<file path="src/rtl/pattern_serializer.sv">
// pattern_serializer: loads a parallel pattern over a valid/ready port and
// shifts it out MSB-first on x, one bit per clock, holding x=1 when idle.
// Ports: clk, reset (sync, active-high); load_valid/load_ready handshake with
// pattern, len, repeat_cnt; outputs x, bit_valid, busy, done (all registered).
// Optional macro PATTERN_SERIALIZER_REPEAT_EN compiles in repeated passes.
module pattern_serializer #(
  parameter int MAXLEN = 8,
  parameter int LENW   = 4,
  parameter int REPW   = 2
) (
  input  logic              clk,
  input  logic              reset,
  input  logic              load_valid,
  output logic              load_ready,
  input  logic [MAXLEN-1:0] pattern,
  input  logic [LENW-1:0]   len,
  input  logic [REPW-1:0]   repeat_cnt,
  output logic              x,
  output logic              bit_valid,
  output logic              busy,
  output logic              done
);

  typedef enum logic {
    IDLE,
    SHIFT
  } state_t;

  localparam logic [LENW-1:0] MAXL = LENW'(MAXLEN);
  localparam logic [LENW-1:0] ONE  = LENW'(1);

  state_t            state;
  logic [MAXLEN-1:0] pat;
  logic [LENW-1:0]   idx;
  logic [LENW-1:0]   last;

  logic [LENW-1:0]   eff;
  logic [LENW-1:0]   eff_m1;
  logic [LENW-1:0]   idx_nxt;
  logic [MAXLEN-1:0] first_sh;
  logic [MAXLEN-1:0] next_sh;
  logic [MAXLEN-1:0] reload_sh;

`ifdef PATTERN_SERIALIZER_REPEAT_EN
  localparam logic [REPW-1:0] PONE = REPW'(1);
  logic [REPW-1:0] passes;
`else
  logic unused_rep;
  assign unused_rep = ^repeat_cnt;
`endif

  // Bit selection is done by shifting so the index width need not match
  // the pattern width.
  always_comb begin
    eff       = (len > MAXL) ? MAXL : len;
    eff_m1    = eff - ONE;
    idx_nxt   = idx - ONE;
    first_sh  = pattern >> eff_m1;
    next_sh   = pat >> idx_nxt;
    reload_sh = pat >> last;
  end

  assign load_ready = (state == IDLE);
  assign busy       = bit_valid;

  always_ff @(posedge clk) begin
    if (reset) begin
      state     <= IDLE;
      pat       <= '0;
      idx       <= '0;
      last      <= '0;
      x         <= 1'b1;
      bit_valid <= 1'b0;
      done      <= 1'b0;
`ifdef PATTERN_SERIALIZER_REPEAT_EN
      passes    <= '0;
`endif
    end else begin
      done <= 1'b0;
      unique case (state)
        IDLE: begin
          if (load_valid) begin
            if (eff == '0) begin
              // Empty pattern: no bits, just the completion pulse.
              done <= 1'b1;
            end else begin
              pat       <= pattern;
              idx       <= eff_m1;
              last      <= eff_m1;
              x         <= first_sh[0];
              bit_valid <= 1'b1;
              state     <= SHIFT;
`ifdef PATTERN_SERIALIZER_REPEAT_EN
              passes    <= repeat_cnt;
`endif
            end
          end
        end
        SHIFT: begin
          if (idx == '0) begin
`ifdef PATTERN_SERIALIZER_REPEAT_EN
            if (passes != '0) begin
              // Next pass starts immediately, no gap.
              passes <= passes - PONE;
              idx    <= last;
              x      <= reload_sh[0];
            end else begin
              state     <= IDLE;
              x         <= 1'b1;
              bit_valid <= 1'b0;
              done      <= 1'b1;
            end
`else
            state     <= IDLE;
            x         <= 1'b1;
            bit_valid <= 1'b0;
            done      <= 1'b1;
`endif
          end else begin
            idx <= idx_nxt;
            x   <= next_sh[0];
          end
        end
      endcase
    end
  end

endmodule

</file>
<file path="config.mk">
export PLATFORM = sky130hd
export DESIGN_NAME = pattern_serializer
export DESIGN_NICKNAME = d
export VERILOG_FILES = /design/src/rtl/pattern_serializer.sv
export SDC_FILE = /design/constraint.sdc
export NUM_CORES = 1
export LEC_CHECK = 0
export BUFFER_PORTS_ARGS = -buffer_cell sky130_fd_sc_hd__buf_4
export CORE_ASPECT_RATIO = 0.9
export CORE_MARGIN = 3
export CORE_UTILIZATION = 51
export CTS_CLUSTER_DIAMETER = 50
export DETAILED_ROUTE_END_ITERATION = 10
export PLACE_DENSITY = 0.85
export SLEW_MARGIN = 25
export SYNTH_ARGS = -nofsm -noshare
export SYNTH_HDL_FRONTEND = slang
export SYNTH_SLANG_ARGS = --single-unit
export TNS_END_PERCENT = 10
</file>
<file path="constraint.sdc">
create_clock -name clk -period 2.2 [get_ports clk]
set_clock_uncertainty 0.1 [all_clocks]
set_input_delay 0.22 -clock clk [delete_from_list [all_inputs] [get_ports clk]]
set_output_delay 0.22 -clock clk [all_outputs]
set_load 0.01 [all_outputs]
</file>
Word-level counts from Yosys, hierarchy flattened
Index checks and enable logic that the tools add are counted.
{"block": "totals", "ff_bits": 16, "latchBits": 0, "ram_bits": 0, "romBits": 0, "inputBits": 17, "out_inout_bits": 5, "wordCells": 44, "memories": 0}
{"block": "op_classes", "n_addsub": 2, "n_mul": 0, "div": 0, "order_cmp": 1, "eq_ne": 4, "shifts": 2, "muxes": 21, "bitwise_logic": 2, "reduce_logical": 6}
{"op": "$mux 4", "count": 4}
{"op": "$shr 8x4->1", "count": 2}
{"op": "$mux 1", "count": 12}
{"op": "$reduce_and 3->1", "count": 3}
{"op": "$logic_not 4->1", "count": 2}
{"op": "$pmux 1 s2", "count": 4}
{"op": "$pmux 4 s2", "count": 1}
{"op": "$sub 4x1->4 const B", "count": 2}
{"op": "$ne 2x2->1 const B", "count": 3}
{"op": "$gt 4x4->1 const B", "count": 1}
{"op": "$ne 2x1->1 const B", "count": 1}
{"op": "$not 1->1", "count": 2}
{"op": "$reduce_and 2->1", "count": 1}

Longest topological paths before layout
{"block": "depth", "word_depth": 7, "depth_mapped": 7, "depth_no_buf": 7}

Worst setup path after synthesis
OpenSTA, ideal clock, no wires.
{"block": "synth_path", "kind": "in2reg", "start": "in len[3]", "end": "reg x", "setup_time_ps": 130, "t_arrival_ps": 1431, "t_required_ps": 1970, "slack_ps": 540, "cell_stages": 5, "path_buffers": 0, "cell_sequence": "nand2b_1 -> ha_1 -> mux4_2 -> o211ai_1 -> nand4b_1"}
{"block": "synth_via", "elab_chain_cells": 7, "elab_cells_between_ends": 10, "cone_classes": "add/sub (1); order compare (1); eq/ne (1); shift (1); mux (4); reduce/logical (2)"}
{"element": "start: declaration", "line": "16", "rtl": "input logic [LENW-1:0] len,"}
{"element": "$gt 4x4->1", "line": "55", "rtl": "eff = (len > MAXL) ? MAXL : len;"}
{"element": "$mux 4 *", "line": "55"}
{"element": "$sub 4x1->4", "line": "56", "rtl": "eff_m1 = eff - ONE;"}
{"element": "$shr 8x4->1", "line": "58", "rtl": "first_sh = pattern >> eff_m1;"}
{"element": "$mux 1", "line": "83", "rtl": "if (eff == '0) begin"}
{"element": "$mux 1", "line": "82", "rtl": "if (load_valid) begin"}
{"element": "$pmux 1 s2", "line": "80", "rtl": "unique case (state)"}
{"element": "end signal: assignment", "line": "90", "rtl": "x <= first_sh[0];"}
{"element": "end signal: assignment", "line": "121", "rtl": "x <= next_sh[0];"}
{"element": "end: declaration", "line": "18", "rtl": "output logic x,"}
Mark *: on every way between the ends. The rest lies on a longest branch, timed or not. The select of a mux whose other input is x is not followed.
A chain may end at the register's enable or synchronous reset.

Final worst setup path
{"block": "layout_path", "start": "in len[3]", "end": "reg idx[2]"}
{"block": "layout_via", "elab_chain_cells": 6, "elab_cells_between_ends": 9, "cone_classes": "add/sub (1); order compare (1); eq/ne (1); mux (4); reduce/logical (2)"}
{"element": "$gt 4x4->1", "line": "55"}
{"element": "$mux 4 *", "line": "55"}
{"element": "$sub 4x1->4", "line": "56"}
{"element": "$mux 4", "line": "83"}
{"element": "$mux 4", "line": "82"}
{"element": "$pmux 4 s2", "line": "80"}
{"element": "end signal: assignment", "line": "88", "rtl": "idx <= eff_m1;"}
{"element": "end signal: assignment", "line": "120", "rtl": "idx <= idx_nxt;"}
{"element": "end: declaration", "line": "34", "rtl": "logic [LENW-1:0] idx;"}
Marked as above.

==> summary.md <==
| Metric | Value |
|---|---|
| Status | `completed` |
| Final Total Pwr | `0.0007817 W` |
| Worst Setup End Kind | `flip-flop` |
| Die footprint | `2347 sq um` |
| Antenna-violating nets left | `0` |
| Peak supply drop | `474.0 uV` |
| First-pass GRT wire length | `3560 microns` |
| Port buffer count | `19` |
| Setup_tns | `0 ns` |
| Syn_nets | `121` |
| Leading cell type in the layout, fill and taps excluded | `buf_4` |
| RSZ-0062 raised after global routing | `no` |
| Vias in the first global route | `769` |
| Slew HR | `44.92%` |
| Via/cell ratio | `5.810` |
| FF-to-FF setup slack | `0.39 ns` |
| Max_cap viols | `0` |
| Row count | `13` |
| Post-CTS Hold Fix Bufs | `0` |
| Drt pass-1 iters | `4` |
| # resized after CTS | `0` |
| Power per cell area | `719.8 nW/um^2` |
| Netlist cell types | `32` |
| Residual DRC count | `0` |
| CTS Buffer Depth | `2` |
| H-tree depth | `1` |
| Clk slew on worst S/H paths | `0.09 ns` |
| Measured slew at the worst slew-check pin | `0.8225 ns` |
| Final worst-path cycle share | `84.12%` |
| Diodes inserted | `0` |
| Layout cells sized above 1 | `27.50%` |
| Sink Count | `16` |
| Slew Limit Fails | `0` |
| Post-CTS setup buffers | `0` |
| WL/cell | `14.23 microns` |
| Die Wd | `50.73 microns` |
| Commonest cells after routing, fill and taps aside | `19 x buf_4, 16 x dfxtp_1, 14 x a21oi_1, 10 x o21ai_0, 10 x nor2_1` |
| CP startpoint | `len[3]` |
| Setup violators final | `0` |
| Critical path type | `input port to flip-flop` |
| DRT iter0 DRCs | `19` |
| Final hold vios | `0` |
| Initial antenna violation count | `0` |
| Initial Util | `58.81%` |
| Cells on worst reg2reg path | `7` |
| Core box area | `1562 sq um` |
| Top-Level Pins | `22` |
| Crit path to | `idx[2]` |
| Startpoint class of the critical path | `input port` |
| Largest net degree at the start of global routing | `17` |
| Clk_lat worst skew | `0.29 ns` |
| Worst Path Max Fanout | `12` |
| Highest Clock Rate | `540.4 MHz` |
| Synthesized area per cell | `9.004 sq um` |
| Die H | `46.26 microns` |
| Register bit total from synthesis | `16` |
| RR Endpoint | `idx[2]` |
| Nets@finish | `140` |
| Syn Inst Count | `102` |
| Total number of vias | `825` |
| Post-Route WL | `2020 microns` |
| Area Overhead vs Synth | `18.26%` |
| Pleak | `0.4315 nW` |
| Root Buffer | `clkbuf_4` |
| HP Class | `input port to flip-flop` |
| Grt total ovfl | `0` |
| GRT Total Usage | `21.57%` |
| Gpl congestion | `0.8311` |
| WP data required | `2.29 ns` |
| Post-synthesis sequential area ratio | `34.88%` |
| Area of the mapped netlist | `918.4 sq um` |
| Worst R2R Start | `idx[0]` |
| Num CTS Buffers | `3` |
| DP HPWL | `1524 microns` |
| YS warnings | `0` |
| Arrival time worst endpoint | `1.94 ns` |
| CTS tree | `done` |
| Min cycle time layout | `1.851 ns` |
how the worst min path moves through the flow:
stage          startpoint     end  cells past startpoint
2_1_floorplan       reset  idx[0]                      1
3_3_place_gp       pat[7]  pat[7]                      2
3_5_place_dp       pat[7]  pat[7]                      2
4_1_cts        pattern[2]  pat[2]                      3
5_1_grt        pattern[2]  pat[2]                      3
6_report       pattern[3]  pat[3]                      3
cell usage after synthesis (all sizes together):
cell type,instances,area (sq um)
dfxtp,16,320.3
a21oi,14,70.07
nor2,11,43.80
o21ai,11,58.81
nand2,8,30.03
inv,6,22.52
buf,4,35.03
mux4,4,90.09
nand2b,3,26.27
nor3,3,15.01
ha,2,25.02
mux2i,2,20.02
nand3b,2,15.01
nor2b,2,12.51
nor3b,2,20.02
xnor2,2,17.52
a211oi,1,7.510
a221oi,1,15.01
a22oi,1,7.510
clkbuf,1,3.750
nand4b,1,8.760
o211a,1,10.01
o211ai,1,7.510
o22ai,1,20.02
or4,1,7.510
xor2,1,8.760
logic make-up (layout without fill, tap and decap cells):
logic type / count (synthesis) / in the layout / share of synthesized area (%)
fa+ha+maj: 2 / 2 / 2.724
flops: 16 / 16 / 34.88
xor+xnor: 3 / 3 / 2.862
mux: 6 / 6 / 11.99
compound gates: 31 / 31 / 21.39
simple gates: 33 / 33 / 19.48
buf+inv: 11 / 29 / 6.675
per-layer routing:
| layer | global-route usage, % | vias up | wire length [microns] |
|---|---|---|---|
| met3 | 7.767 | 6 | 110 |
| met4 | 13.98 | 0 | 60 |
| met5 | 0 | - | 0 |
| li1 | - | 403 | - |
| met2 | 34.90 | 27 | 1017 |
| met1 | 24.50 | 389 | 832 |
power by group:
part | internal [W] | leakage (nW) | total, W | switching (W)
Combinational | 0.000119 | 0.279 | 0.000238 | 0.000119
Sequential | 0.000318 | 0.132 | 0.000345 | 0.0000264
Clock | 0.000101 | 0.0210 | 0.000199 | 0.0000980
cell type report:
class | instances | area (sq um)
sequential | 16 | 320.3
clock buffer | 4 | 36.28
fill | 133 | 475.5
tap | 22 | 27.53
multi-input combinational | 75 | 536.8
timing repair buffer | 19 | 142.6
inverter | 6 | 22.52
state kept, by name, summed over array words and instances (netlist names):
signal and cells:
pat 8, idx 4, bit_valid 1, done 1
state 1, x 1
worst max-delay path, cell delays in order:
cell,delay (ns)
buf_4,0.11
nand2b_1,0.19
ha_1,0.22
nor3b_2,0.70
o22ai_4,0.24
a22oi_1,0.21
nor2_1,0.06
metrics by stage:
stage | cells | util [%] | setup slack, ns | hold slack [ns] | area (sq um)
after floorplan | 102 | - | 0.5396 | 0.1862 | 918.4
after global placement | 138 | 67.23 | 0.09993 | 0.3633 | 1050
after detailed placement | 138 | 67.23 | 0.05943 | 0.3724 | 1050
after CTS | 142 | 69.55 | 0.3794 | 0.06694 | 1086
after global routing | 142 | 69.55 | 0.1564 | 0.05799 | 1086
final | 142 | 69.55 | 0.3494 | 0.07204 | 1086
Power figures use the tool's default switching activity.
